--- src/rtl/sat_counter.sv ---
// Up-counter that sticks at all-ones; a clear wins over a same-cycle increment.
module sat_counter #(
    parameter int W = 32
) (
    input  logic         clk,
    input  logic         reset,
    input  logic         clr,
    input  logic         inc,
    output logic [W-1:0] q
);
    localparam logic [W-1:0] MAX_VAL = {W{1'b1}};

    logic [W-1:0] cnt_q;

    // Count register with clear priority and saturation.
    always_ff @(posedge clk or posedge reset) begin
        if (reset) begin
            cnt_q <= '0;
        end else if (clr) begin
            cnt_q <= '0;
        end else if (inc && (cnt_q != MAX_VAL)) begin
            cnt_q <= cnt_q + W'(1);
        end
    end

    assign q = cnt_q;

endmodule

--- config.mk ---
export PLATFORM = sky130hd
export DESIGN_NAME = sat_counter
export DESIGN_NICKNAME = d
export VERILOG_FILES = /design/src/rtl/sat_counter.sv
export SDC_FILE = /design/constraint.sdc
export NUM_CORES = 1
export LEC_CHECK = 0
export ABC_AREA = 1
export CAP_MARGIN = 10
export CORE_ASPECT_RATIO = 2
export CORE_MARGIN = 4
export CORE_UTILIZATION = 42
export CTS_CLUSTER_SIZE = 20
export DETAILED_ROUTE_END_ITERATION = 8
export PLACE_DENSITY = 0.69
export SYNTH_ARGS = -nofsm -noshare
export SYNTH_HDL_FRONTEND = slang
export SYNTH_SLANG_ARGS = --single-unit
--- constraint.sdc ---
create_clock -name clk -period 1.6 [get_ports clk]
set_input_delay 0.16 -clock clk [delete_from_list [all_inputs] [get_ports clk]]
set_output_delay 0.16 -clock clk [all_outputs]
set_load 0.005 [all_outputs]
== Word level (Yosys, flattened, before mapping) ==
Index checks and enable logic that the tools add are counted.
Word-level totals
  register bits: 32
  bits in latches: 0
  memory bits (writable): 0
  memory bits (read-only): 0
  output and inout port bits: 32
  memories: 0
Operators by class
  add/sub/neg operators: 1
  multiply operators: 0
  divide/modulo/power cells: 0
  order comparisons: 0
  equal/unequal tests: 1
  shift operators: 0
  multiplexer cells: 2
  bitwise logic cells: 0
  reductions and logical operators: 2
Operator list (count)
  $mux W32: 2
  $add A32 B1 Y32 const B: 1
  $ne A32 B32 Y1 const B: 1
  $reduce_bool A2 Y1: 1
  $logic_and A1 B1 Y1: 1

== Logic depth before layout (Yosys ltp) ==
Gate-level depths: netlist of the first run.
  depth after elaboration: 4
  mapped depth: 12
  gate-level depth less buffers: 11

== Worst setup path after synthesis of the first run ==
OpenSTA, ideal clock, no wires.
  path kind: reg-to-reg
  start point: register cnt_q[0], in the netlist q[0]
  end point: register cnt_q[19], in the netlist q[19]
  data arrival time: 1.652 ns
  slack: -0.118 ns
  stages on the path, launching flop included: 10
  clock period less this slack: 1.718 ns
  path through: dfrtp_1 ha_1 nand2_1 nor2_2 nand2_4 nor2_8 a21oi_1 buf_2 nand4_1 nand2_1
On the way
  cells in the longest elaborated chain, start to end: 3
  elaborated cells on any way between the ends: 6
  classes of those cells: add/sub (1); eq/ne (1); mux (2); reduce/logical (2)
RTL lines
  start: declaration: RTL line 13  | logic [W-1:0] cnt_q;
  start signal: assignment: RTL line 22  | cnt_q <= cnt_q + W'(1);
  $add A32 B1 Y32 or $ne A32 B32 Y1 (tied branches): RTL line 22, 21
  $mux W32 or $logic_and A1 B1 Y1 (tied branches): RTL line 21  | end else if (inc && (cnt_q != MAX_VAL)) begin
  $mux W32 or $reduce_bool A2 Y1 (tied branches)
Several ways; a longest one is shown, not always the timed one. The select of a mux whose other input is x is not followed.
A chain may end at the register's enable or synchronous reset.

== Final worst setup path of the first run ==
  start point: register cnt_q[1], in the netlist q[1]
  end point: register cnt_q[8], in the netlist q[8]
The elaborated chain is that of the path after synthesis.

==> results of run 1 <==
-- worst max-delay path, cell delays in order (launching register included) --
cell	delay, ns
dfrtp_1	0.37
ha_2	0.19
nand2_2	0.08
nor2_4	0.14
nand2_4	0.08
nor2_8	0.13
nand2_4	0.06
nand2_4	0.09
nand2_8	0.10
clkbuf_16	0.19
nand2_2	0.06
o21ai_2	0.05
-- power by group --
part           switching (mW)  internal [mW]  total, mW
Combinational           0.107         0.0820      0.189
Clock                   0.331          0.550      0.881
Sequential            0.00293          0.813      0.815
-- layout by cell type (no fill, tap or decap), types with 6 or more instances in the layout --
cell type	n
nand3_1	30
o21ai_2	6
buf_4	49
inv_1	34
o21ai_0	8
nand2_1	118
nor2_2	6
nor2_1	50
nand4_1	10
dfrtp_1	32
nand2_4	8
nand2_2	23
clkbuf_8	7
clkdlybuf4s50_1	35
-- per-layer routing --
metal / track usage, % / wire length [microns]
met5: 0 / 0
met4: 12.9 / 435
met3: 2.42 / 327
met2: 39.9 / 4410
met1: 24.5 / 2720
-- final cells by class --
type                    count  area, sq um  share of cell area (%)
repair buffers             93          905                    26.0
flip-flops and latches     32          801                    23.0
clock inverters             1         30.0                   0.863
clock buffers               7         96.3                    2.77
multi-input cells         284         1430                    41.0
well taps                  58         72.6                    2.09
inverters                  36          148                    4.24
-- cells by family after synthesis --
family	Yosys count	synth area share (%)
simple gates	257	48.9
compound gates	22	5.56
buf+inv	44	8.25
xor+xnor	4	1.54
fa+ha+maj	1	0.550
flops	32	35.2
-- timing repair --
action,4_1_cts,5_1_grt
pin swaps,1,10
gates resized for setup,3,40
endpoints found under the setup margin,22,32
gates cloned,0,4
setup buffers,1,2
hold buffers,0,0
-- worst max path at each step --
stage | endpoint | slack, ns | cells past startpoint
2_1_floorplan | q[11]$_DFFE_PP0P_ | -0.09 | 12
3_3_place_gp | q[22]$_DFFE_PP0P_ | 0.02 | 10
3_5_place_dp | q[22]$_DFFE_PP0P_ | -0.03 | 10
4_1_cts | q[0]$_DFFE_PP0P_ | 0.003 | 10
5_1_grt | q[23]$_DFFE_PP0P_ | -0.16 | 10
6_report | q[8]$_DFFE_PP0P_ | -0.05 | 11
==> results.txt, run 1 <==
* Clock-pin slew of the registers on the worst-case setup and hold paths: 0.08 ns
- After routing the design area is 3480 sq um.
- Number of sinks handled by clock tree synthesis: 32
- Number of buffers between clock root and the deepest sink: 2
- Worst slack after detailed placement: -0.0305 ns
* Startpoint type of the worst setup path: flop
- Across the VDD grid, the largest voltage drop is 0.000764 V.
- The synthesized design contains 32 register bits.
* Hold WC Path Type: input port to asynchronous set/reset pin
- The setup path with the least slack is of type flop to flop.
* RD Place Congestion: 0.895
- Kind of end point of the critical path: flop
- In this run the cell area measured after placement is 3120 sq um.
- The run finished, with violations left.
- For this run, the total global-route usage over all layers was measured as 22.6%.
* Time the worst path needs with I/O delays and setup: 1.65 ns
- Total clock buffers created by CTS: 5
- Synthesized net count: 365
* Reg-to-Reg End: q[8]$_DFFE_PP0P_
- Initial Util: 43.9%
* CTS H-tree depth: 2
* Total negative slack: -0.745 ns
- Setup violations remaining at the end of the flow were counted as 26.
- Initial detailed-routing violation count: 120
* Number of antenna violations at the first check in global routing: 0
- Number of flip-flops in the largest register: 32
- The routed layout has 2719 vias.
- Die Footprint: 6730 sq um
- The HPWL after detailed placement is 5.38 mm.
- The worst pin sits at a relative slew slack of 70.3%.
- Relative to the synthesized area, the layout overhead comes to 53.0%.
* Pwr/cell area: 542 nW/um^2
* Count of unique library cells instantiated by Yosys: 29
- Critical path peak fanout: 5
- The first global-routing pass estimated 11.5 mm of wire.
- During synthesis, Yosys emitted a total of 0 warnings.
- Instance count of the mapped netlist: 360
- Hold Violations, Final: 0
- At the worst endpoint, the arrival time is 1.83 ns.
- Y dimension of the die: 112 microns
* Timing startpoint of the critical path: q[1]$_DFFE_PP0P_
* Number of cells on the worst reg-to-reg path: 11
- Buffers placed on the I/O ports in this run total 35.
- The total area inside the core boundary comes to 5180 sq um.
- Post-layout util: 67.1%
* Worst reg2reg path startpoint: q[1]$_DFFE_PP0P_
- On the final layout, the worst hold slack is 0.265 ns.
- Peak clock frequency supported by timing: 606 MHz
* Data required time at the worst endpoint: 1.78 ns
- Horizontal die dimension: 60.0 microns
* Number of enable-type register cells in the synthesized netlist: 0
- The floorplan has 37 rows.
* Count of nets left with antenna violations after detail routing: 0
- Dominant cell by count in the synthesized netlist: nand2_1
- Setup repair after global routing could not meet its margin everywhere.
* Wirelength, routed: 7.89 mm
- Across the run, the number of max-cap violations was 0.
- Entering global routing, the biggest net connects 33 pins.
- The number of antenna diodes in the final layout is 0.
* Cell Area, Synth: 2270 sq um
- Layout cells sized above 1: 26.3%
* Transition at the pin with the smallest max-transition slack: 0.446 ns
- The checks that failed: negative setup slack.
- Total count of max-transition violations in the final report: 0
- Commonest cells in the netlist: 143 x nand2_1, 55 x nor2_1, 34 x inv_1
- Dividing the final minimum period by the clock period gives 103%.
- Proportion of netlist area held by the largest area contributor: 35.2%
- Sequential area share after synthesis: 35.2%
- Worst path setup slack after routing: -0.0497 ns
- Via count of the first global-routing pass: 2499
* Cell chosen for the clock root: clkbuf_8
* Clock Skews: 0.0113 ns
- Fraction of registers with async set/reset: 100%
* Post-DR vias/cell: 5.32
* Final std cells w/o fill: 511
- The largest total area in the synthesized netlist belongs to dfrtp_1.
- By area the synthesized netlist is led by dfrtp_1 35%, nand2_1 24%, nor2_1 9.1%, nand3_1 6.6%, inv_1 5.6%.
- The first TritonRoute pass finished after 4 iterations.
* Final-stage net count: 457
- Reg-to-reg slack, setup: -0.05 ns
- TritonCTS built the clock tree.
- Power after layout: 1.89 mW
* Aggregate global routing overflow: 0
* Clock network latency to the later pin of the worst-skew pair: 0.29 ns
* Dominant synthesized flop cell: dfrtp_1
- The average instance in the mapped netlist occupies 6.32 sq um.
- Summed over all cells, the static leakage comes to 1.64 nW.
- 36 I/O pins were placed.
- Dividing the detail-routed wire length by the instance count gives 15.4 microns.
- Including well taps, the total number of placed cells is 496.
* Filler cell count in the final layout: 463
- After detailed routing, the number of remaining DRC violations is 0.
No activity file was read; power rests on OpenSTA's default activity.
==> run 2: changes to the inputs <==
--- a/config.mk
+++ b/config.mk
@@ -10,6 +10,7 @@
 export CORE_ASPECT_RATIO = 2
 export CORE_MARGIN = 4
 export CORE_UTILIZATION = 42
+export CTS_BUF_LIST = sky130_fd_sc_hd__clkbuf_4 sky130_fd_sc_hd__clkbuf_8
 export CTS_CLUSTER_SIZE = 20
 export DETAILED_ROUTE_END_ITERATION = 8
 export PLACE_DENSITY = 0.69
==> results of run 2 <==
No change in the layout: final DEF, timing and power equal those of run 1.
